--- src/rtl/branch_predict_ctrl.sv ---
// Branch predictor control: 2-bit saturating BHT, mispredict redirect and flush sequencing.
// Optional BRANCH_STATS_EN macro adds resolved-branch and mispredict counters.
//
// state   | meaning
// --------+--------------------------------------------------------------
// S_IDLE  | accepting resolves, BHT updates and mispredict detection live
// S_FLUSH | squashing younger stages; resolves are wrong-path and ignored
module branch_predict_ctrl #(
    parameter int BHT_ENTRIES  = 16,
    parameter int FLUSH_CYCLES = 2
) (
    input  logic        clk_in,
    input  logic        rst_in,
    input  logic [31:0] lookup_pc_in,
    output logic        predict_taken_out,
    input  logic        resolve_valid_in,
    input  logic [31:0] resolve_pc_in,
    input  logic [4:0]  opcode_6_to_2_in,
    input  logic        branch_taken_in,
    input  logic        predicted_taken_in,
    input  logic [31:0] target_in,
    input  logic [31:0] pc_plus4_in,
    output logic        redirect_valid_out,
    output logic [31:0] redirect_pc_out,
`ifdef BRANCH_STATS_EN
    output logic [31:0] branch_count_out,
    output logic [31:0] mispredict_count_out,
`endif
    output logic        flush_out
);

    localparam int         IDX_W      = $clog2(BHT_ENTRIES);
    localparam logic [3:0] FLUSH_LOAD = 4'(FLUSH_CYCLES);
    localparam logic [4:0] OPC_BRANCH = 5'b11000;
    localparam logic [4:0] OPC_JAL    = 5'b11011;

    localparam logic [0:0] S_IDLE  = 1'b0;
    localparam logic [0:0] S_FLUSH = 1'b1;

    logic [0:0]       state_q, state_d;
    logic [3:0]       flush_cnt_q, flush_cnt_d;
    logic             redirect_valid_q, redirect_valid_d;
    logic [31:0]      redirect_pc_q, redirect_pc_d;
    logic [1:0]       bht_q [BHT_ENTRIES];

    logic [IDX_W-1:0] lookup_idx;
    logic [IDX_W-1:0] resolve_idx;
    logic             accepted;
    logic             is_branch;
    logic             is_jal;
    logic             actual_taken;
    logic             mispredict;
    logic [1:0]       ctr_cur;
    logic [1:0]       ctr_nxt;
    logic             unused_pc_bits;

    assign lookup_idx  = lookup_pc_in[IDX_W+1:2];
    assign resolve_idx = resolve_pc_in[IDX_W+1:2];

    // Lookup reads registered state, so a same-cycle update is not visible yet.
    assign predict_taken_out = bht_q[lookup_idx][1];

    assign accepted     = resolve_valid_in && (state_q == S_IDLE);
    assign is_branch    = (opcode_6_to_2_in == OPC_BRANCH);
    assign is_jal       = (opcode_6_to_2_in == OPC_JAL);
    assign actual_taken = is_jal ? 1'b1 : branch_taken_in;
    assign mispredict   = accepted && (is_branch || is_jal) &&
                          (actual_taken != predicted_taken_in);

    assign ctr_cur = bht_q[resolve_idx];

    always_comb begin
        ctr_nxt = ctr_cur;
        if (branch_taken_in) begin
            if (ctr_cur != 2'b11) ctr_nxt = ctr_cur + 2'b01;
        end else begin
            if (ctr_cur != 2'b00) ctr_nxt = ctr_cur - 2'b01;
        end
    end

    always_ff @(posedge clk_in or negedge rst_in) begin
        if (!rst_in) begin
            for (int i = 0; i < BHT_ENTRIES; i++) bht_q[i] <= 2'b01;
        end else if (accepted && is_branch) begin
            bht_q[resolve_idx] <= ctr_nxt;
        end
    end

    always_comb begin
        state_d     = state_q;
        flush_cnt_d = flush_cnt_q;
        case (state_q)
            S_IDLE: begin
                if (mispredict) begin
                    state_d     = S_FLUSH;
                    flush_cnt_d = FLUSH_LOAD;
                end
            end
            S_FLUSH: begin
                if (flush_cnt_q <= 4'd1) begin
                    state_d     = S_IDLE;
                    flush_cnt_d = 4'd0;
                end else begin
                    flush_cnt_d = flush_cnt_q - 4'd1;
                end
            end
            default: begin
                state_d     = S_IDLE;
                flush_cnt_d = 4'd0;
            end
        endcase
    end

    always_comb begin
        redirect_valid_d = mispredict;
        redirect_pc_d    = redirect_pc_q;
        if (mispredict) redirect_pc_d = actual_taken ? target_in : pc_plus4_in;
    end

    always_ff @(posedge clk_in or negedge rst_in) begin
        if (!rst_in) begin
            state_q          <= S_IDLE;
            flush_cnt_q      <= 4'd0;
            redirect_valid_q <= 1'b0;
            redirect_pc_q    <= 32'd0;
        end else begin
            state_q          <= state_d;
            flush_cnt_q      <= flush_cnt_d;
            redirect_valid_q <= redirect_valid_d;
            redirect_pc_q    <= redirect_pc_d;
        end
    end

    assign redirect_valid_out = redirect_valid_q;
    assign redirect_pc_out    = redirect_pc_q;
    assign flush_out          = (state_q == S_FLUSH);

`ifdef BRANCH_STATS_EN
    logic [31:0] branch_count_q, branch_count_d;
    logic [31:0] mispredict_count_q, mispredict_count_d;

    always_comb begin
        branch_count_d     = branch_count_q;
        mispredict_count_d = mispredict_count_q;
        if (accepted && (is_branch || is_jal)) branch_count_d = branch_count_q + 32'd1;
        if (mispredict) mispredict_count_d = mispredict_count_q + 32'd1;
    end

    always_ff @(posedge clk_in or negedge rst_in) begin
        if (!rst_in) begin
            branch_count_q     <= 32'd0;
            mispredict_count_q <= 32'd0;
        end else begin
            branch_count_q     <= branch_count_d;
            mispredict_count_q <= mispredict_count_d;
        end
    end

    assign branch_count_out     = branch_count_q;
    assign mispredict_count_out = mispredict_count_q;
`endif

    // Only the index bits of either PC take part in prediction.
    assign unused_pc_bits = ^{lookup_pc_in[31:IDX_W+2], lookup_pc_in[1:0],
                              resolve_pc_in[31:IDX_W+2], resolve_pc_in[1:0]};

endmodule

--- config.mk ---
export PLATFORM = sky130hd
export DESIGN_NAME = branch_predict_ctrl
export DESIGN_NICKNAME = d
export VERILOG_FILES = /design/src/rtl/branch_predict_ctrl.sv
export SDC_FILE = /design/constraint.sdc
export NUM_CORES = 1
export LEC_CHECK = 0
export BUFFER_PORTS_ARGS = -buffer_cell sky130_fd_sc_hd__buf_2
export CAP_MARGIN = 30
export CORE_MARGIN = 10
export CORE_UTILIZATION = 42
export DETAILED_ROUTE_END_ITERATION = 16
export PLACE_DENSITY = 0.82
export SYNTH_ARGS = -nofsm -noshare
export SYNTH_HDL_FRONTEND = slang
export SYNTH_SLANG_ARGS = --single-unit
export TNS_END_PERCENT = 10
--- constraint.sdc ---
create_clock -name clk_in -period 1.8 [get_ports clk_in]
set_input_delay 0.09 -clock clk_in [delete_from_list [all_inputs] [get_ports clk_in]]
set_output_delay 0.09 -clock clk_in [all_outputs]
set_load 0.02 [all_outputs]
==> results.json <==
{
  "insertion_delay_ns": 0.35,
  "startpoint_type": "register",
  "end_kind": "primary output",
  "cts-htree-levels": 3,
  "grt_pass1_wl_mm": 15.7,
  "r2r-start": "bht_q[1]$_DFFE_PN0P_",
  "reg2reg_depth": 6,
  "syn-instance-count": 312,
  "slew_viol_final": 0,
  "root_buffer": "clkbuf_8",
  "violations": "negative setup slack",
  "via_count": 2972,
  "fillCellCount": 679,
  "drtPass1Iterations": 5,
  "place_area_sq_um": 4460,
  "yosys-top-cells-area": "dfrtp_1 (37%), dfstp_2 (12%), o21ai_0 (9.8%), mux2i_1 (9.1%), mux2_2 (8.1%)",
  "cts_tree": "built",
  "cts_sinks": 70,
  "crit_type": "register to primary output",
  "antenna_found_initial": 2,
  "routed_wl_mm": 9.69,
  "gp_congestion": 0.825,
  "clockBufferDepth": 2,
  "power_per_cell_area_nw_per_um2": 908,
  "ys.flop_type": "dfrtp_1",
  "fin_nets": 587,
  "mappedNetlistArea_sq_um": 3630,
  "worst_pin_slew_ns": 0.471,
  "cts_made_buffers": 9,
  "diodes": 0,
  "place_ws_ns": -0.118,
  "fp.dieH_um": 113,
  "synth_nets": 452,
  "syn_avg_cell_area_sq_um": 11.6,
  "grt_max_degree": 71,
  "die_area_sq_um": 12700,
  "wire_per_inst_um": 17.4,
  "grt_usage_pct": 15.0,
  "min_path_cells": 3,
  "hold_violations": 0,
  "finalSetupViolCount": 17,
  "synth_seq_cells": 70,
  "synth_top_area_share_pct": 37.3,
  "drc": 0,
  "arrival_ns": 1.94,
  "period_share_pct": 113,
  "min_to": "redirect_pc_out[28]$_DFFE_PN0P_",
  "drtAntennaViolNets": 0,
  "r2r_setup_slack_ns": -0.11,
  "whs_ns": 0.0170,
  "grt_setup_unrepaired": "true",
  "die_w_um": 113,
  "period_needed_ns": 2.03,
  "postSynth.asyncResetShare_pct": 100,
  "ys_types": 44,
  "gr-total-overflow": 0,
  "timing.max_cap.violations": 0,
  "port_buffers": 116,
  "peakVddDrop_mv": 0.463,
  "max_freq_mhz": 494,
  "clk_pin_slew_worst_paths_ns": 0.08,
  "finalClockSkew_ns": 0.00865,
  "worst-endpoint-required_ns": 1.71,
  "final_cell_mix": "buf_2 (115), o21ai_0 (71), dfrtp_1 (54)",
  "syn_to_final_growth_pct": 32.3,
  "drtIter0Drc": 144,
  "p_total_w": 0.00436,
  "crit_fanout": 2,
  "worst_r2r_endpoint": "bht_q[7]$_DFFE_PN0P_",
  "post-dp-hpwl_mm": 7.37,
  "initial_utilization_pct": 43.7,
  "rows": 33,
  "core_sq_um": 8300,
  "grt_pass1_vias": 3266,
  "finalInstanceArea_sq_um": 4800,
  "synth_seq_area_share_pct": 48.9,
  "leakage_nw": 2.36,
  "fin_ws_ns": -0.225,
  "via_per_inst": 5.34,
  "outcome": "complete, but fails checks",
  "min-delay-start": "pc_plus4_in[28]",
  "setup_tns_ns": -1.64,
  "yosysTopAreaCell": "dfrtp_1",
  "ys_warn_count": 0,
  "holdCritPathClass": "input port to register",
  "final_common_cell": "buf_2",
  "ios": 173,
  "drive_above_1_share_pct": 50.0,
  "slew_headroom_pct": 68.3,
  "synth_edf_count": 0
}
## flip-flops by register name, summed over array words and instances (netlist names)
signal,cells
flush_out,1
redirect_valid_out,1
redirect_pc_out,32
bht_q,32
flush_cnt_q,4
## worst max-delay path by stage
stage,startpoint,endpoint,slack [ns],cells after the start
3_5_place_dp,resolve_pc_in[2],bht_q[25]$_DFFE_PN0P_,-0.12,6
4_1_cts,bht_q[1]$_DFFE_PN0P_,predict_taken_out,-0.24,4
2_1_floorplan,bht_q[25]$_DFFE_PN0P_,bht_q[11]$_DFFE_PN0P_,0.02,6
5_1_grt,bht_q[1]$_DFFE_PN0P_,predict_taken_out,-0.31,4
6_report,bht_q[27]$_DFFE_PN0P_,predict_taken_out,-0.23,4
3_3_place_gp,resolve_pc_in[2],bht_q[27]$_DFFE_PN0P_,-0.06,6
## cell usage after synthesis (3+ instances only)
cell / instances
o21ai_0: 71
dfrtp_1: 54
mux2i_1: 33
mux2_2: 26
dfstp_2: 16
nand2_1: 16
mux4_2: 10
buf_2: 9
clkbuf_1: 9
nor2_1: 8
nand2b_1: 6
nand3_1: 6
inv_1: 5
mux4_1: 3
o21ai_1: 3
or2_2: 3
## routing by layer
layer  GRT usage [%]  vias to the layer above  share of wire [%]
li1                -                     1412                  -
met1            17.3                     1421                 40
met2            24.8                      127                 50
met3            5.71                       10                9.1
met4            4.99                        2               0.91
met5               0                        -               0.13
## timing repair
item,in CTS,in global routing
setup buffers,1,1
hold buffers,2,0
setup endpoints to repair,24,33
resized for setup,8,10
endpoints found under the hold margin,55,0
## logic make-up (layout without fill, tap and decap cells)
logic type,after synthesis,count (layout),share of synthesized area (%)
AO/OA/AOI/OAI,84,84,12.8
XOR/XNOR,2,2,0.483
buffers and inverters,26,166,3.31
multiplexers,73,73,26.0
adder cells (fa/ha/maj),2,2,0.690
flip-flops,70,70,48.9
AND/OR/NAND/NOR,55,55,7.83
## metrics by stage
| step | utilization (%) | std cells |
|---|---|---|
| 2_1_floorplan | - | 312 |
| 3_3_place_gp | 53.7 | 537 |
| 3_5_place_dp | 53.7 | 537 |
| 4_1_cts | 57.3 | 556 |
| 5_1_grt | 57.8 | 557 |
| 6_report | 57.8 | 557 |
## worst max-delay path, stage by stage, from the launching register on
cell and delay [ns]:
dfrtp_1 0.41, buf_6 0.13, mux4_2 0.45, mux4_2 0.47
buf_6 0.15
## report_power, final
group | switching, W | internal, W
combinational | 0.000573 | 0.000366
clock | 0.000618 | 0.000927
sequential | 0.000106 | 0.00177
## layout make-up
cell class / instances / area [sq um] / share of cell area, %
multi-input combinational: 216 / 1780 / 37.2
sequential: 70 / 1770 / 36.9
timing repair buffer: 144 / 842 / 17.6
tap: 105 / 131 / 2.74
clock buffer: 9 / 124 / 2.58
clock inverter: 7 / 121 / 2.53
inverter: 6 / 22.5 / 0.469
Note: power is estimated with default switching activity, not from simulation.
